$ cat src/rtl/sram_req_arbiter_pkg.sv
`default_nettype none
// ============================================================================
// sram_req_arbiter_pkg : shared types and default sizing for the SRAM arbiter
// Revision: 1.0
// ============================================================================
package sram_req_arbiter_pkg;

  typedef enum logic {
    REQ_INST = 1'b0,
    REQ_DATA = 1'b1
  } req_id_t;

  typedef struct packed {
    logic        req;
    logic        wr;
    logic [1:0]  size;
    logic [3:0]  wstrb;
    logic [31:0] addr;
    logic [31:0] wdata;
  } sram_req_t;

  localparam int unsigned C_MAX_OUTSTANDING = 4;
  localparam int unsigned C_STARVE_LIMIT    = 4;

endpackage
`default_nettype wire

$ cat src/rtl/sram_req_arbiter_if.sv
`default_nettype none
// ============================================================================
// sram_req_arbiter_if : one SRAM-like request/response port
// Revision: 1.0
// ============================================================================
interface sram_req_arbiter_if;

  logic        req;
  logic        wr;
  logic [1:0]  size;
  logic [3:0]  wstrb;
  logic [31:0] addr;
  logic [31:0] wdata;
  logic        addr_ok;
  logic        data_ok;
  logic [31:0] rdata;

  // master issues requests, slave accepts them and returns data
  modport master (
    output req, wr, size, wstrb, addr, wdata,
    input  addr_ok, data_ok, rdata
  );

  modport slave (
    input  req, wr, size, wstrb, addr, wdata,
    output addr_ok, data_ok, rdata
  );

endinterface
`default_nettype wire

$ cat src/rtl/sram_req_arbiter_req_order_fifo.sv
`default_nettype none
// ============================================================================
// req_order_fifo : 1-bit synchronous FIFO recording requester issue order
// Revision: 1.0
// ============================================================================
module req_order_fifo #(
  parameter int unsigned DEPTH = 4
) (
  input  wire logic                       clk,
  input  wire logic                       reset,
  input  wire logic                       push,
  input  wire logic                       din,
  input  wire logic                       pop,
  output logic                            dout,
  output logic                            full,
  output logic                            empty,
  output logic [$clog2(DEPTH):0]          count
);

  localparam int unsigned AW    = $clog2(DEPTH);
  localparam int unsigned CNT_W = AW + 1;

  logic [DEPTH-1:0] mem_q, mem_d;
  logic [AW-1:0]    wr_ptr_q, wr_ptr_d;
  logic [AW-1:0]    rd_ptr_q, rd_ptr_d;
  logic [CNT_W-1:0] count_q, count_d;
  logic             do_push, do_pop;

  assign full  = (count_q == CNT_W'(DEPTH));
  assign empty = (count_q == '0);
  assign count = count_q;
  assign dout  = mem_q[rd_ptr_q];

  // a push at full is legal only when a pop frees the slot in the same cycle
  assign do_pop  = pop & ~empty;
  assign do_push = push & (~full | do_pop);

  always_comb begin
    mem_d    = mem_q;
    wr_ptr_d = wr_ptr_q;
    rd_ptr_d = rd_ptr_q;
    count_d  = count_q;
    if (do_push) begin
      mem_d[wr_ptr_q] = din;
      wr_ptr_d        = wr_ptr_q + 1'b1;
    end
    if (do_pop) begin
      rd_ptr_d = rd_ptr_q + 1'b1;
    end
    unique case ({do_push, do_pop})
      2'b10:   count_d = count_q + 1'b1;
      2'b01:   count_d = count_q - 1'b1;
      default: count_d = count_q;
    endcase
  end

  always_ff @(posedge clk) begin
    if (reset) begin
      mem_q    <= '0;
      wr_ptr_q <= '0;
      rd_ptr_q <= '0;
      count_q  <= '0;
    end else begin
      mem_q    <= mem_d;
      wr_ptr_q <= wr_ptr_d;
      rd_ptr_q <= rd_ptr_d;
      count_q  <= count_d;
    end
  end

endmodule
`default_nettype wire

$ cat src/rtl/sram_req_arbiter.sv
`default_nettype none
// ============================================================================
// sram_req_arbiter : shares one SRAM bus between inst-fetch and data ports
// Revision: 1.0
// ============================================================================
module sram_req_arbiter
  import sram_req_arbiter_pkg::*;
#(
  parameter int unsigned MAX_OUTSTANDING = C_MAX_OUTSTANDING,
  parameter int unsigned STARVE_LIMIT    = C_STARVE_LIMIT
) (
  input  wire logic                           clk,
  input  wire logic                           reset,
  sram_req_arbiter_if.slave                   inst,
  sram_req_arbiter_if.slave                   data,
  sram_req_arbiter_if.master                  bus,
  output logic [$clog2(MAX_OUTSTANDING):0]    outstanding,
  output logic                                err_stray_ok
);

  localparam int unsigned CNT_W    = $clog2(MAX_OUTSTANDING) + 1;
  localparam int unsigned STREAK_W = $clog2(STARVE_LIMIT + 1);

  sram_req_t            inst_pkt, data_pkt, grant_pkt;
  req_id_t              grant_id;
  req_id_t              lock_id_q, lock_id_d;
  logic                 lock_q, lock_d;
  logic [STREAK_W-1:0]  streak_q, streak_d;
  logic                 err_q, err_d;
  logic                 fifo_full, fifo_empty, fifo_head;
  logic [CNT_W-1:0]     fifo_count;
  logic                 push, pop, starved;

  always_comb begin
    inst_pkt = '{req: inst.req, wr: inst.wr, size: inst.size,
                 wstrb: inst.wstrb, addr: inst.addr, wdata: inst.wdata};
    data_pkt = '{req: data.req, wr: data.wr, size: data.size,
                 wstrb: data.wstrb, addr: data.addr, wdata: data.wdata};
  end

  assign starved = inst.req & (streak_q >= STREAK_W'(STARVE_LIMIT));

  // a pending (locked) grant is never re-arbitrated until accepted or withdrawn
  always_comb begin
    if (lock_q) begin
      grant_id = lock_id_q;
    end else if (!data.req || starved) begin
      grant_id = REQ_INST;
    end else begin
      grant_id = REQ_DATA;
    end
    grant_pkt = (grant_id == REQ_DATA) ? data_pkt : inst_pkt;
  end

  assign bus.req   = grant_pkt.req & (~fifo_full | bus.data_ok);
  assign bus.wr    = grant_pkt.wr;
  assign bus.size  = grant_pkt.size;
  assign bus.wstrb = grant_pkt.wstrb;
  assign bus.addr  = grant_pkt.addr;
  assign bus.wdata = grant_pkt.wdata;

  assign push          = bus.req & bus.addr_ok;
  assign inst.addr_ok  = push & (grant_id == REQ_INST);
  assign data.addr_ok  = push & (grant_id == REQ_DATA);

  assign pop           = bus.data_ok & ~fifo_empty;
  assign inst.data_ok  = pop & (fifo_head == REQ_INST);
  assign data.data_ok  = pop & (fifo_head == REQ_DATA);
  assign inst.rdata    = bus.rdata;
  assign data.rdata    = bus.rdata;

  assign outstanding   = fifo_count;
  assign err_stray_ok  = err_q;

  always_comb begin
    lock_d    = lock_q;
    lock_id_d = lock_id_q;
    if (bus.req && !bus.addr_ok) begin
      lock_d    = 1'b1;
      lock_id_d = grant_id;
    end else if (push || (lock_q && !grant_pkt.req)) begin
      lock_d    = 1'b0;
    end

    streak_d = streak_q;
    if (!inst.req || inst.addr_ok) begin
      streak_d = '0;
    end else if (data.addr_ok && (streak_q < STREAK_W'(STARVE_LIMIT))) begin
      streak_d = streak_q + 1'b1;
    end

    err_d = err_q | (bus.data_ok & fifo_empty);
  end

  always_ff @(posedge clk) begin
    if (reset) begin
      lock_q    <= 1'b0;
      lock_id_q <= REQ_INST;
      streak_q  <= '0;
      err_q     <= 1'b0;
    end else begin
      lock_q    <= lock_d;
      lock_id_q <= lock_id_d;
      streak_q  <= streak_d;
      err_q     <= err_d;
    end
  end

  req_order_fifo #(
    .DEPTH (MAX_OUTSTANDING)
  ) u_order_fifo (
    .clk   (clk),
    .reset (reset),
    .push  (push),
    .din   (grant_id == REQ_DATA),
    .pop   (pop),
    .dout  (fifo_head),
    .full  (fifo_full),
    .empty (fifo_empty),
    .count (fifo_count)
  );

endmodule
`default_nettype wire

$ cat src/flat_wrapper.sv
// flat-port wrapper written by rule: the top's interface ports become plain ports
module sram_req_arbiter_flat import sram_req_arbiter_pkg::*;
#(
  parameter int unsigned MAX_OUTSTANDING = C_MAX_OUTSTANDING,
  parameter int unsigned STARVE_LIMIT    = C_STARVE_LIMIT
)
  (clk, reset, outstanding, err_stray_ok, inst_req, inst_wr, inst_size, inst_wstrb, inst_addr, inst_wdata, inst_addr_ok, inst_data_ok, inst_rdata, data_req, data_wr, data_size, data_wstrb, data_addr, data_wdata, data_addr_ok, data_data_ok, data_rdata, bus_req, bus_wr, bus_size, bus_wstrb, bus_addr, bus_wdata, bus_addr_ok, bus_data_ok, bus_rdata);
  sram_req_arbiter_if inst_i ();
  sram_req_arbiter_if data_i ();
  sram_req_arbiter_if bus_i ();
  input  wire logic clk;
  input  wire logic reset;
  output logic [$clog2(MAX_OUTSTANDING):0] outstanding;
  output logic err_stray_ok;
  input wire logic [$bits(inst_i.req)-1:0] inst_req;
  input wire logic [$bits(inst_i.wr)-1:0] inst_wr;
  input wire logic [$bits(inst_i.size)-1:0] inst_size;
  input wire logic [$bits(inst_i.wstrb)-1:0] inst_wstrb;
  input wire logic [$bits(inst_i.addr)-1:0] inst_addr;
  input wire logic [$bits(inst_i.wdata)-1:0] inst_wdata;
  output wire logic [$bits(inst_i.addr_ok)-1:0] inst_addr_ok;
  output wire logic [$bits(inst_i.data_ok)-1:0] inst_data_ok;
  output wire logic [$bits(inst_i.rdata)-1:0] inst_rdata;
  input wire logic [$bits(data_i.req)-1:0] data_req;
  input wire logic [$bits(data_i.wr)-1:0] data_wr;
  input wire logic [$bits(data_i.size)-1:0] data_size;
  input wire logic [$bits(data_i.wstrb)-1:0] data_wstrb;
  input wire logic [$bits(data_i.addr)-1:0] data_addr;
  input wire logic [$bits(data_i.wdata)-1:0] data_wdata;
  output wire logic [$bits(data_i.addr_ok)-1:0] data_addr_ok;
  output wire logic [$bits(data_i.data_ok)-1:0] data_data_ok;
  output wire logic [$bits(data_i.rdata)-1:0] data_rdata;
  output wire logic [$bits(bus_i.req)-1:0] bus_req;
  output wire logic [$bits(bus_i.wr)-1:0] bus_wr;
  output wire logic [$bits(bus_i.size)-1:0] bus_size;
  output wire logic [$bits(bus_i.wstrb)-1:0] bus_wstrb;
  output wire logic [$bits(bus_i.addr)-1:0] bus_addr;
  output wire logic [$bits(bus_i.wdata)-1:0] bus_wdata;
  input wire logic [$bits(bus_i.addr_ok)-1:0] bus_addr_ok;
  input wire logic [$bits(bus_i.data_ok)-1:0] bus_data_ok;
  input wire logic [$bits(bus_i.rdata)-1:0] bus_rdata;
  assign inst_i.req = inst_req;
  assign inst_i.wr = inst_wr;
  assign inst_i.size = inst_size;
  assign inst_i.wstrb = inst_wstrb;
  assign inst_i.addr = inst_addr;
  assign inst_i.wdata = inst_wdata;
  assign inst_addr_ok = inst_i.addr_ok;
  assign inst_data_ok = inst_i.data_ok;
  assign inst_rdata = inst_i.rdata;
  assign data_i.req = data_req;
  assign data_i.wr = data_wr;
  assign data_i.size = data_size;
  assign data_i.wstrb = data_wstrb;
  assign data_i.addr = data_addr;
  assign data_i.wdata = data_wdata;
  assign data_addr_ok = data_i.addr_ok;
  assign data_data_ok = data_i.data_ok;
  assign data_rdata = data_i.rdata;
  assign bus_req = bus_i.req;
  assign bus_wr = bus_i.wr;
  assign bus_size = bus_i.size;
  assign bus_wstrb = bus_i.wstrb;
  assign bus_addr = bus_i.addr;
  assign bus_wdata = bus_i.wdata;
  assign bus_i.addr_ok = bus_addr_ok;
  assign bus_i.data_ok = bus_data_ok;
  assign bus_i.rdata = bus_rdata;
  sram_req_arbiter #(.MAX_OUTSTANDING(MAX_OUTSTANDING), .STARVE_LIMIT(STARVE_LIMIT)) u_core (.clk(clk), .reset(reset), .inst(inst_i), .data(data_i), .bus(bus_i), .outstanding(outstanding), .err_stray_ok(err_stray_ok));
endmodule
$ cat config.mk
export PLATFORM = sky130hd
export DESIGN_NAME = sram_req_arbiter_flat
export DESIGN_NICKNAME = d
export VERILOG_FILES = /design/src/rtl/sram_req_arbiter_pkg.sv /design/src/rtl/sram_req_arbiter_if.sv /design/src/rtl/sram_req_arbiter_req_order_fifo.sv /design/src/rtl/sram_req_arbiter.sv /design/src/flat_wrapper.sv
export SDC_FILE = /design/constraint.sdc
export NUM_CORES = 1
export LEC_CHECK = 0
export BUFFER_PORTS_ARGS = -buffer_cell sky130_fd_sc_hd__buf_2
export CORE_AREA = 2 2 127 129
export CTS_BUF_LIST = sky130_fd_sc_hd__clkbuf_4 sky130_fd_sc_hd__clkbuf_8
export DETAILED_ROUTE_END_ITERATION = 8
export DIE_AREA = 0 0 129 131
export GPL_TIMING_DRIVEN = 0
export SETUP_SLACK_MARGIN = 0.2
export SYNTH_ARGS = -nofsm -noshare
export SYNTH_HDL_FRONTEND = slang
export SYNTH_SLANG_ARGS = --single-unit
$ cat constraint.sdc
create_clock -name clk -period 4.14 [get_ports clk]
set_clock_uncertainty 0.05 [all_clocks]
set_input_delay 0.828 -clock clk [delete_from_list [all_inputs] [get_ports clk]]
set_output_delay 0.828 -clock clk [all_outputs]
set_load 0.05 [all_outputs]
### Yosys cells after proc, flatten, opt, wreduce, memory -nomap -nowiden

Cells that the tools add are included.

| storage, ports and cells | value |
|---|---|
| register bits | 17 |
| bits in latches | 0 |
| bits in writable memories | 0 |
| ROM bits | 0 |
| bits of input ports | 180 |
| output and inout port bits | 144 |
| logic and storage cells | 65 |
| memories | 0 |

| operators by class | value |
|---|---|
| add/subtract/negate cells | 5 |
| $mul | 0 |
| divide/modulo/power cells | 0 |
| $lt $le $gt $ge | 5 |
| equal/unequal tests | 3 |
| shift operators | 0 |
| mux-type cells | 11 |
| bitwise gates (word level) | 18 |
| reduce and logical (&&, ||, !) cells | 15 |

Operators with widths:

| kind | count |
|---|---|
| $mux W72 | 1 |
| $and A1 B1 Y1 | 11 |
| $add A3 B1 Y3 const B | 2 |
| $lt A2 B3 Y1 const B | 2 |
| $mux W1 | 6 |
| $pmux W3 S2 | 1 |
| $add A2 B1 Y2 const B | 2 |
| $bwmux W4 | 1 |
| $logic_and A1 B1 Y1 | 4 |
| $logic_not A1 Y1 | 4 |
| $not A1 Y1 | 4 |
| $reduce_bool A2 Y1 | 2 |
| $eq A3 B3 Y1 const B | 1 |
| $ge A3 B3 Y1 const B | 1 |
| $logic_not A3 Y1 | 1 |
| $logic_or A1 B1 Y1 | 3 |
| $lt A3 B3 Y1 const B | 1 |
| $or A1 B1 Y1 | 3 |
| $sub A3 B1 Y3 const B | 1 |
| $bmux W1 S2 | 1 |
| $demux W1 S2 | 1 |
| $eq A2 B1 Y1 const B | 1 |
| $eq A2 B2 Y1 const B | 1 |
| $ge A2 B1 Y1 const B | 1 |
| $reduce_or A2 Y1 | 1 |

### Logic depth before layout (Yosys ltp)

Gate-level depths: netlist (run 1).

| logic depth | value |
|---|---|
| depth after elaboration | 11 |
| depth in mapped cells | 10 |
| depth with buffers taken out | 9 |

### By module

Synthesis (run 1) repeated with hierarchy kept, for this count alone.

| second synthesis, totals | value |
|---|---|
| cells, all modules | 254 |
| area, all modules | 2,332.2 sq um |

By module, submodules not included:

| module | times used | cells an instance | area each (sq um) |
|---|---|---|---|
| sram_req_arbiter | 1 | 188 | 1,719.1 |
| req_order_fifo | 1 | 66 | 613.1 |

### Least setup slack after synthesis (run 1)

No wires, ideal clock.

| path | value |
|---|---|
| path type | input-to-output |
| start | in data_req |
| end | out data_addr_ok |
| arrival time | 2.160 ns |
| required time | 3.262 ns |
| path slack | 1.102 ns |
| stages on the path | 5 |
| buffers on the path | 1 |
| cells stage by stage | mux2i_1 a211oi_4 buf_6 inv_1 nor2_1 |

| on the way | value |
|---|---|
| word-level cells in the longest chain between the ends | 8 |

Ends and longest elaborated chain:

| what | RTL line | RTL |
|---|---|---|
| start, declared | flat_wrapper.sv:24 | `input wire logic [$bits(data_i.req)-1:0] data_req;` |
| $logic_not A1 Y1 | sram_req_arbiter.sv:47 | `end else if (!data.req \|\| starved) begin` |
| $logic_or A1 B1 Y1 | sram_req_arbiter.sv:47 |  |
| $mux W1 | sram_req_arbiter.sv:47 |  |
| $mux W1 | sram_req_arbiter.sv:45 | `if (lock_q) begin` |
| $mux W72 | sram_req_arbiter.sv:52 | `grant_pkt = (grant_id == REQ_DATA) ? data_pkt : inst_pkt;` |
| $and A1 B1 Y1 | sram_req_arbiter.sv:55 | `assign bus.req = grant_pkt.req & (~fifo_full \| bus.data_ok);` |
| $and A1 B1 Y1 | sram_req_arbiter.sv:62 | `assign push = bus.req & bus.addr_ok;` |
| $and A1 B1 Y1 (*) | sram_req_arbiter.sv:64 | `assign data.addr_ok = push & (grant_id == REQ_DATA);` |
| end, declared | flat_wrapper.sv:30 | `output wire logic [$bits(data_i.addr_ok)-1:0] data_addr_ok;` |

Mark *: on every way between the ends. The rest lies on a longest branch, timed or not.

### Worst setup path in the final report (run 1)

| path | value |
|---|---|
| start | in data_req |
| end | out bus_wdata[15] |

| on the way | value |
|---|---|
| word-level cells in the longest chain between the ends | 5 |

Ends and longest elaborated chain:

| what | RTL line | RTL |
|---|---|---|
| $logic_not A1 Y1 | sram_req_arbiter.sv:47 |  |
| $logic_or A1 B1 Y1 | sram_req_arbiter.sv:47 |  |
| $mux W1 | sram_req_arbiter.sv:47 |  |
| $mux W1 | sram_req_arbiter.sv:45 |  |
| $mux W72 | sram_req_arbiter.sv:52 |  |
| end, declared | flat_wrapper.sv:38 | `output wire logic [$bits(bus_i.wdata)-1:0] bus_wdata;` |

Every way passes these cells.

==> qor.yml, run 1 <==
cts_root_buf: "clkbuf_8"
fmax_mhz: 295
ant_nets: 0
status: "finished clean"
clk_latency_ns: 0.25
hold_buffers: 0
fin_crit_sh_pct: 81.8
antenna_found_initial: 3
grt_pass1_wl_mm: 13.8
post_cts_resize_count: 0
dr.pass1.iters: 4
timing.final.crit_period_ns: 3.39
clk_pin_slew_worst_paths_ns: 0.07
grt_max_degree: 11
cap_violations: 0
highest_layer: "met4"
die_w_microns: 129
ys.flop_type: "dfxtp_1"
power.density_mw_per_mm2: 338
yosysTopAreaCell: "mux2_2"
hpwl_mm: 9.87
slowest_stage: "mux2_2"
startpoint_type: "input pin"
path_buf_inv: 4
hold_class: "register to register"
clockBufferDepth: 2
rsz0062_at_grt: "false"
dr_wl_met2_mm: 5.17
first_iter_violations: 69
port_buffers: 291
grtUsageTotal_pct: 10.9
finalSetupViolCount: 0
via_per_inst: 3.55
gp_congestion: 0.716
clock_sinks: 17
wl_met1_mm: 4.78
dr_wl_met3_microns: 721
drc: 0
nets: 723
hold_viol_final: 0
fin_total_pwr_mw: 1.36
totalWireLength_mm: 10.7
fin_util_pct: 25.9
synth_top_area_share_pct: 35.4
post-cts-setup-buffers: 0
drive_gt1_share_pct: 83.7
synth_cells: 240
n_fill_cell: 1741
yosysSeqAreaShare_pct: 15.1
worstMarginPinSlew_ns: 0.478
synthesis.nets: 427
synthesis.area_sq_mm: 0.00226
synth-edff-count: 0
dieArea_sq_mm: 0.0169
crit_chain: "buf_2 > nor2b_1 > a22oi_2 > buf_4 > buf_4 > mux2_2 > buf_2"
crit_path_end_kind: "primary output"
core_sq_mm: 0.0156
critPathTopFamily: "buffers and inverters"
fin_tns_setup_ns: 0
initial_core_util_pct: 14.5
syn_avg_cell_area_sq_um: 9.40
synthDistinctLibCells: 37
slowest_delay_ns: 0.36
ys_ff_latch: 17
cts-buffers-inserted: 3
p_leak_nw: 2.14
num_rows: 46
maxSlewHeadroom_pct: 68.2
fin_area_sq_mm: 0.00403
critical_path_arrival_ns: 2.51
ios: 324
post_drt_wl_per_cell_microns: 14.3
async_reset_ff_share_pct: 0
grt_pass1_vias: 2399
irDropWorstVdd_v: 0.000264
dieHeight_microns: 131
worstPathMaxFanout: 10
syn_to_final_growth_pct: 78.7
place_area_sq_mm: 0.00398
grt-ovfl-total: 0
htree_levels: 1
required_ns: 3.26
cts_tree: "done"
slew_viol_final: 0
timing.hold.ws_ns: 0.413
synth.area.top_cells: "mux2_2 (35%), buf_4 (22%), dfxtp_1 (15%)"
yosysWarnings: 0
dr_total_vias: 2670
path_class: "input pin to primary output"
-- tightest hold or removal path: stages (launching register included) --
cell	delay, ns
dfxtp_1	0.33
a21oi_1	0.04
nor2_1	0.07
-- synth_stat cells, types with 3 or more instances --
cell type / count
a21oi_1: 9
a311oi_1: 3
buf_2: 6
buf_4: 67
dfxtp_1: 17
ha_1: 6
inv_1: 6
mux2_2: 71
nand2_1: 5
nor2_1: 12
nor2b_1: 4
xor2_1: 3
-- state kept, by name, summed over array words and instances (netlist names) --
register / flops
u_core.streak_q: 3
u_core.u_order_fifo.rd_ptr_q: 2
u_core.err_stray_ok: 1
u_core.u_order_fifo.count: 3
u_core.u_order_fifo.mem_q: 4
u_core.lock_q: 1
u_core.u_order_fifo.wr_ptr_q: 2
u_core.lock_id_q: 1
-- kinds of logic after synthesis --
| group | after synthesis | share of synthesized area, % |
|---|---|---|
| buffers and inverters | 81 | 25.3 |
| multiplexers | 74 | 37.3 |
| AND/OR/NAND/NOR | 30 | 7.37 |
| AO/OA/AOI/OAI | 26 | 8.81 |
| flip-flops | 17 | 15.1 |
| adder cells (fa/ha/maj) | 7 | 4.21 |
| XOR/XNOR | 5 | 1.94 |
-- cells in the final DEF, fill, tap and decap left out, types with 2 or more instances in the layout --
cell / netlist / final
a211oi_1: 2 / 2
a21oi_1: 9 / 9
a311oi_1: 3 / 3
buf_2: 6 / 297
buf_4: 67 / 67
clkbuf_8: 0 / 3
dfxtp_1: 17 / 17
ha_1: 6 / 6
inv_1: 6 / 6
mux2_2: 71 / 71
mux2i_1: 2 / 2
nand2_1: 5 / 5
nor2_1: 12 / 12
nor2b_1: 4 / 4
nor3b_1: 2 / 2
o21ai_0: 2 / 2
o22ai_1: 2 / 2
xnor2_1: 2 / 2
xor2_1: 3 / 3
-- path summary, 6_finish.rpt --
kind / from / to / slack [ns] / depth (start not counted)
worst max-delay path: data_req / bus_wdata[15] / 0.75 / 7
worst min-delay path: u_core.err_stray_ok / u_core.err_stray_ok / 0.41 / 2
worst max register to register: u_core.u_order_fifo.count[0] / u_core.u_order_fifo.count[2] / 1.61 / 10
worst min register to register: u_core.err_stray_ok / u_core.err_stray_ok / 0.41 / 2
-- final cells by class --
cell class / instances / area [sq um] / share of cell area (%)
sequential: 17 / 340 / 8.44
timing repair buffer: 291 / 1460 / 36.1
clock buffer: 3 / 41.3 / 1.02
multi-input combinational: 142 / 1350 / 33.4
inverter: 6 / 22.5 / 0.558
antenna: 1 / 2.50 / 0.0621
clock inverter: 1 / 5.00 / 0.124
tap: 216 / 270 / 6.70
buffer: 75 / 548 / 13.6
-- layer usage --
metal  global-route usage [%]  vias to the layer above
met5                        0                        -
met4                    0.575                        0
met3                     1.43                        8
met2                     18.2                      149
met1                     15.7                     1155
li1                         -                     1358
-- where the power goes --
group          total (mW)  switching (mW)  internal [mW]
registers           0.230          0.0364          0.193
logic                1.01           0.682          0.330
clock network       0.123          0.0563         0.0667
total                1.36           0.775          0.590
-- through the flow --
step           worst slack, ns  std cells
5_1_grt                  0.580        751
4_1_cts                  0.659        751
3_3_place_gp             0.683        747
6_report                 0.754        752
2_1_floorplan             1.10        240
3_5_place_dp             0.664        747
Note: power is estimated with default switching activity, not from simulation.
==> run 2, diff against run 1 <==
- CORE_AREA: 2 2 127 129 -> 2 2 124 126
- DIE_AREA: 0 0 129 131 -> 0 0 126 128
- clock period: 4.14 -> 2.8 ns (I/O delays scaled with it)
==> run 2 against run 1 <==
  * Clock power rose by 50%
  * Combinational power rose by 72%
  * Largest cell class unchanged
  * Global-route usage up 0.99 points
  * Core utilization is 5.8 points higher
  * Cell count fell by 1.9%
  * Non-clock buffer count grew 15
  * Count of clock-buffer cells in the layout unchanged
  * Sequential cell count is the same
  * Critical path depth up 1
  * Worst hold slack improved by 0.0050 ns
  * Largest power group unchanged
  * Wire length rose by 9.2%
==> qor.yml, run 2 (synthesis results as in run 1) <==
switchingPower_mw: 1.20  # +55%
grt_pass1_vias: 2477  # +3.3%
power.density_mw_per_mm2: 483  # +43%
num_rows: 45  # -2.2%
irDropWorstVdd_v: 0.000247  # -6.5%
status: "finished clean"
p_seq_share_pct: 15.2  # -1.6 points
crit_path_end_kind: "primary output"
timing.final.crit_period_ns: 2.57
clockBufferDepth: 2  # unchanged
post_drt_wl_per_cell_microns: 15.9  # +11%
fin_util_pct: 31.7  # +5.8 points
p_comb_share_pct: 76.7  # +2.5 points
ios: 324  # unchanged
grt_pass1_wl_mm: 14.4  # +4.9%
dr.pass1.iters: 4  # unchanged
crit_chain: "buf_2 > nor2b_1 > a22oi_2 > buf_6 > buf_8 > buf_4 > mux2_2 > buf_2"
finalWorstSetupSlack_ns: 0.229  # -0.526 ns
required_ns: 2.19  # -1.07 ns
slew_viol_final: 0  # unchanged
cts_root_buf: "clkbuf_8"
power_frac_clock_pct: 8.1  # -0.9 points
dieArea_sq_mm: 0.0161  # -4.6%
initial_core_util_pct: 15.2  # +0.71 points
via_per_inst: 3.92  # +10%
die_w_microns: 126  # -2.3%
cell_internal_pwr_mw: 1.08  # +83%
place_ws_ns: -0.170  # -0.834 ns
switching_share_pct: 52.6  # -4.2 points
fin_crit_sh_pct: 91.8
grt-ovfl-total: 0  # unchanged
hold_buffers: 0  # unchanged
cp_common_cell: "buf_2"
final_common_cell: "buf_2"
stdcell_count: 738  # -1.9%
grt_max_degree: 11  # unchanged
finalSetupViolCount: 0  # unchanged
cts-buffers-inserted: 3  # unchanged
fin_total_pwr_mw: 2.28  # +67%
cts_tree: "done"
port_buffers: 291  # unchanged
nets: 738  # +2.1%
drive_gt1_share_pct: 85.5  # +1.7 points
grtUsageTotal_pct: 11.9  # +0.99 points
p_leak_nw: 2.43  # +14%
startpoint_type: "input pin"
worstPathMaxFanout: 8  # -2
core_sq_mm: 0.0149  # -4.7%
n_fill_cell: 1595  # -8.4%
dr_total_vias: 2895  # +8.4%
final_cell_mix: "buf_2 (227), buf_4 (78), mux2_2 (68)"
path_class: "input pin to primary output"
htree_levels: 1  # unchanged
dr_wl_met3_microns: 923  # +28%
register_area_sq_um: 345  # +1.5%
rsz0062_at_grt: "true"
worstMarginPinSlew_ns: 0.490  # +0.0125 ns
hold_viol_final: 0  # unchanged
syn_to_final_growth_pct: 109
slowest_delay_ns: 0.33  # -0.03 ns
multi_input_area_sq_mm: 0.00137  # +2.0%
antenna_found_initial: 9  # +6
dr_wl_met2_mm: 6.02  # +16%
clk_latency_ns: 0.25  # about the same
wl_met1_mm: 4.64  # -2.8%
first_iter_violations: 84  # +22%
dieHeight_microns: 128  # -2.3%
clk_pin_slew_worst_paths_ns: 0.07  # about the same
cap_violations: 0  # unchanged
path_buf_inv: 5  # +1
drc: 0  # unchanged
gp_congestion: 0.750  # +4.8%
fmax_mhz: 389
hpwl_mm: 9.83  # -0.38%
clock_sinks: 17  # unchanged
numPlacedInstances: 719  # -3.7%
slowest_stage: "mux2_2"
largest_reg_flops: 4  # unchanged
diodes: 0  # -1
ant_nets: 0  # unchanged
top_register: "u_core.u_order_fifo.mem_q"
critical_path_arrival_ns: 1.96  # -0.55 ns
totalWireLength_mm: 11.7  # +9.2%
highest_layer: "met4"
hold_class: "register to register"
critPathTopFamily: "buffers and inverters"
maxSlewHeadroom_pct: 67.3  # -0.84 points
[run 2: changes by cell type in the layout (fill, tap and decap cells not counted), moves of 4 or more]
cell	before	now
buf_6	1	58
buf_2	297	227
dfxtp_1	17	13
clkbuf_16	0	5
buf_4	67	78
buf_8	0	9
dfxtp_2	0	4
[run 2: worst paths after layout]
| kind | startpoint | endpoint | slack (ns) | depth (start not counted) |
|---|---|---|---|---|
| setup / recovery | data_req | bus_wdata[28] | 0.23 | 8 |
| hold / removal | u_core.err_stray_ok | u_core.err_stray_ok | 0.42 | 2 |
| setup reg to reg | u_core.u_order_fifo.count[0] | u_core.u_order_fifo.count[2] | 0.36 | 10 |
| hold reg to reg | u_core.err_stray_ok | u_core.err_stray_ok | 0.42 | 2 |
[run 2: cell type report]
type | count | share of cell area, %
buffer | 75 | 13.3
clock buffer | 3 | 0.877
clock inverter | 1 | 0.106
inverter | 6 | 0.478
multi-input combinational | 142 | 29.2
sequential | 17 | 7.33
tap | 188 | 5.00
timing repair buffer | 306 | 43.7
[run 2: worst reg2reg max path, stage by stage, from the launching register on]
cell and delay (ns):
dfxtp_2 0.36, nor4b_4 0.38, a211oi_4 0.12, buf_6 0.17
inv_2 0.08, ha_2 0.18, inv_1 0.05, fa_1 0.37
xor2_1 0.15, or3_1 0.30, a21oi_1 0.14
[run 2: per-stage QoR]
stage / setup TNS [ns] / hold slack [ns] / area (sq um)
6_report: 0 / 0.418 / 4710
2_1_floorplan: 0 / 0.400 / 2260
3_5_place_dp: -2.64 / 0.411 / 3950
3_3_place_gp: -2.12 / 0.399 / 3950
5_1_grt: 0 / 0.458 / 4710
4_1_cts: 0 / 0.429 / 4030
[run 2: per-layer routing]
metal  global-route usage [%]  vias to the layer above
met5                        0                        -
met3                     2.84                       20
met1                     15.2                     1315
met4                     1.55                        0
li1                         -                     1395
met2                     20.8                      165
[run 2: what timing repair did]
item | 4_1_cts | 5_1_grt
pin swaps | 2 | 2
buffers inserted | 2 | 8
setup endpoints to repair | 74 | 66
gates cloned | 0 | 5
resized for setup | 6 | 219
[run 2: power by group through the flow]
stage	registers, mW	clock network (mW)	logic [mW]
5_1_grt	0.356	0.203	1.83
3_5_place_dp	0.347	0	1.50
2_1_floorplan	0.422	0	1.08
3_3_place_gp	0.346	0	1.49
4_1_cts	0.341	0.194	1.51
6_report	0.346	0.184	1.74
==> run 3, diff against run 2 <==
- CORE_AREA: 2 2 124 126 -> 2 2 127 129
- DIE_AREA: 0 0 126 128 -> 0 0 129 131
- clock period: 2.8 -> 3 ns (I/O delays scaled with it)
==> run 3 against run 2 <==
  * Worst setup slack improved by 0.061 ns
  * Largest power group unchanged
  * Die area increased by 4.8%
  * First-iteration DRC count fell by 23%
  * Critical path type unchanged
==> qor.yml, run 3 (synthesis results as in run 1) <==
post_drt_wl_per_cell_microns: 14.2  # -10%
finalSetupViolCount: 0  # unchanged
startpoint_type: "input pin"
hold_viol_final: 0  # unchanged
initial_core_util_pct: 14.5  # -0.71 points
antenna_found_initial: 3  # -6
drive_gt1_share_pct: 83.8  # -1.7 points
die_w_microns: 129  # +2.4%
p_leak_nw: 2.15  # -12%
num_rows: 46  # +2.2%
required_ns: 2.35  # +0.16 ns
cts-buffers-inserted: 3  # unchanged
largest_reg_flops: 4  # unchanged
hold_buffers: 0  # unchanged
via_per_inst: 3.54  # -9.7%
stdcell_count: 754  # +2.2%
ios: 324  # unchanged
clock_sinks: 17  # unchanged
fin_crit_sh_pct: 90.3
maxSlewHeadroom_pct: 68.2  # +0.84 points
drc: 0  # unchanged
cts_tree: "done"
timing.final.crit_period_ns: 2.71
grt_use_met3_pct: 1.43  # -1.4 points
worstPathMaxFanout: 10  # +2
slew_viol_final: 0  # unchanged
register_area_sq_um: 340  # -1.4%
critical_path_arrival_ns: 2.06  # +0.10 ns
first_iter_violations: 65  # -23%
cts_root_buf: "clkbuf_8"
grt_max_degree: 11  # unchanged
top_register: "u_core.u_order_fifo.mem_q"
port_buffers: 291  # unchanged
clk_pin_slew_worst_paths_ns: 0.07  # about the same
ant_nets: 0  # unchanged
syn_to_final_growth_pct: 79.5
final_cell_mix: "buf_2 (293), mux2_2 (71), buf_4 (68)"
status: "finished clean"
fmax_mhz: 369
dr_total_vias: 2670  # -7.8%
nets: 724  # -1.9%
clockBufferDepth: 2  # unchanged
final_common_cell: "buf_2"
place_ws_ns: -0.0196  # +0.150 ns
numPlacedInstances: 747  # +3.9%
dieArea_sq_mm: 0.0169  # +4.8%
met1_usage_pct: 15.7  # +0.51 points
multi_input_area_sq_mm: 0.00135  # -1.9%
clk_latency_ns: 0.25  # about the same
worstMarginPinSlew_ns: 0.478  # -0.0125 ns
crit_path_end_kind: "primary output"
gp_congestion: 0.716  # -4.6%
power.density_mw_per_mm2: 466  # -3.6%
dr.pass1.iters: 4  # unchanged
core_sq_mm: 0.0156  # +4.9%
grt-ovfl-total: 0  # unchanged
grtUsageTotal_pct: 10.9  # -0.99 points
top_usage_layer: "met2"
grt_pass1_vias: 2404  # -2.9%
n_fill_cell: 1742  # +9.2%
grt_pass1_wl_mm: 13.8  # -4.6%
irDropWorstVdd_v: 0.000365  # +48%
cap_violations: 0  # unchanged
use_met2_pct: 18.2  # -2.6 points
path_class: "input pin to primary output"
htree_levels: 1  # unchanged
dieHeight_microns: 131  # +2.3%
totalWireLength_mm: 10.7  # -8.5%
finalWorstSetupSlack_ns: 0.290  # +0.0615 ns
hpwl_mm: 9.87  # +0.38%
hold_class: "register to register"
rsz0062_at_grt: "true"
## run 3: critical path, stage by stage
cell,delay (ns)
buf_2,0.13
nor2b_1,0.15
a22oi_2,0.16
buf_4,0.18
clkbuf_4,0.22
mux2_2,0.39
buf_2,0.22
## run 3: worst paths after layout
kind / start / endpoint / slack, ns / depth (start not counted)
worst max-delay path: data_req / bus_addr[0] / 0.29 / 7
worst min-delay path: u_core.err_stray_ok / u_core.err_stray_ok / 0.41 / 2
worst max register to register: u_core.u_order_fifo.count[0] / u_core.u_order_fifo.count[2] / 0.47 / 10
worst min register to register: u_core.err_stray_ok / u_core.err_stray_ok / 0.41 / 2
## run 3: routing by layer
layer  share of wire (%)  up-vias  wire length [microns]
met2                  48      148                   5180
met4                0.29        0                     31
li1                    -     1362                      -
met5                   0        -                      0
met3                 6.7        4                    717
met1                  45     1156                   4780
## run 3: area by class of cell
class / instances / share of cell area, %
diodes: 2 / 0.123
repair buffers: 292 / 36.1
well taps: 216 / 6.67
inverters: 6 / 0.556
plain buffers: 75 / 13.8
clock inverters: 1 / 0.123
multi-input cells: 142 / 33.2
clock buffers: 3 / 1.02
flip-flops and latches: 17 / 8.40
## run 3: metrics by stage
stage / power (mW) / util (%) / cell area [sq um] / setup TNS, ns / hold WS [ns]
6_report: 1.89 / 26.0 / 4050 / 0 / 0.413
5_1_grt: 2.00 / 26.0 / 4050 / 0 / 0.464
4_1_cts: 1.91 / 25.9 / 4040 / 0 / 0.420
3_5_place_dp: 1.73 / 25.5 / 3980 / -0.101 / 0.401
3_3_place_gp: 1.72 / 25.5 / 3980 / -0.00204 / 0.405
2_1_floorplan: 1.40 / - / 2260 / 0 / 0.400
## run 3: repair_timing
action,4_1_cts,5_1_grt
resized for setup,0,4
pin swaps,1,0
setup endpoints to repair,65,51
setup buffers,1,0
## run 3: power breakdown
group	internal, mW	total [mW]	switching [mW]
Clock	0.0921	0.170	0.0777
Combinational	0.460	1.40	0.941
Sequential	0.267	0.317	0.0503
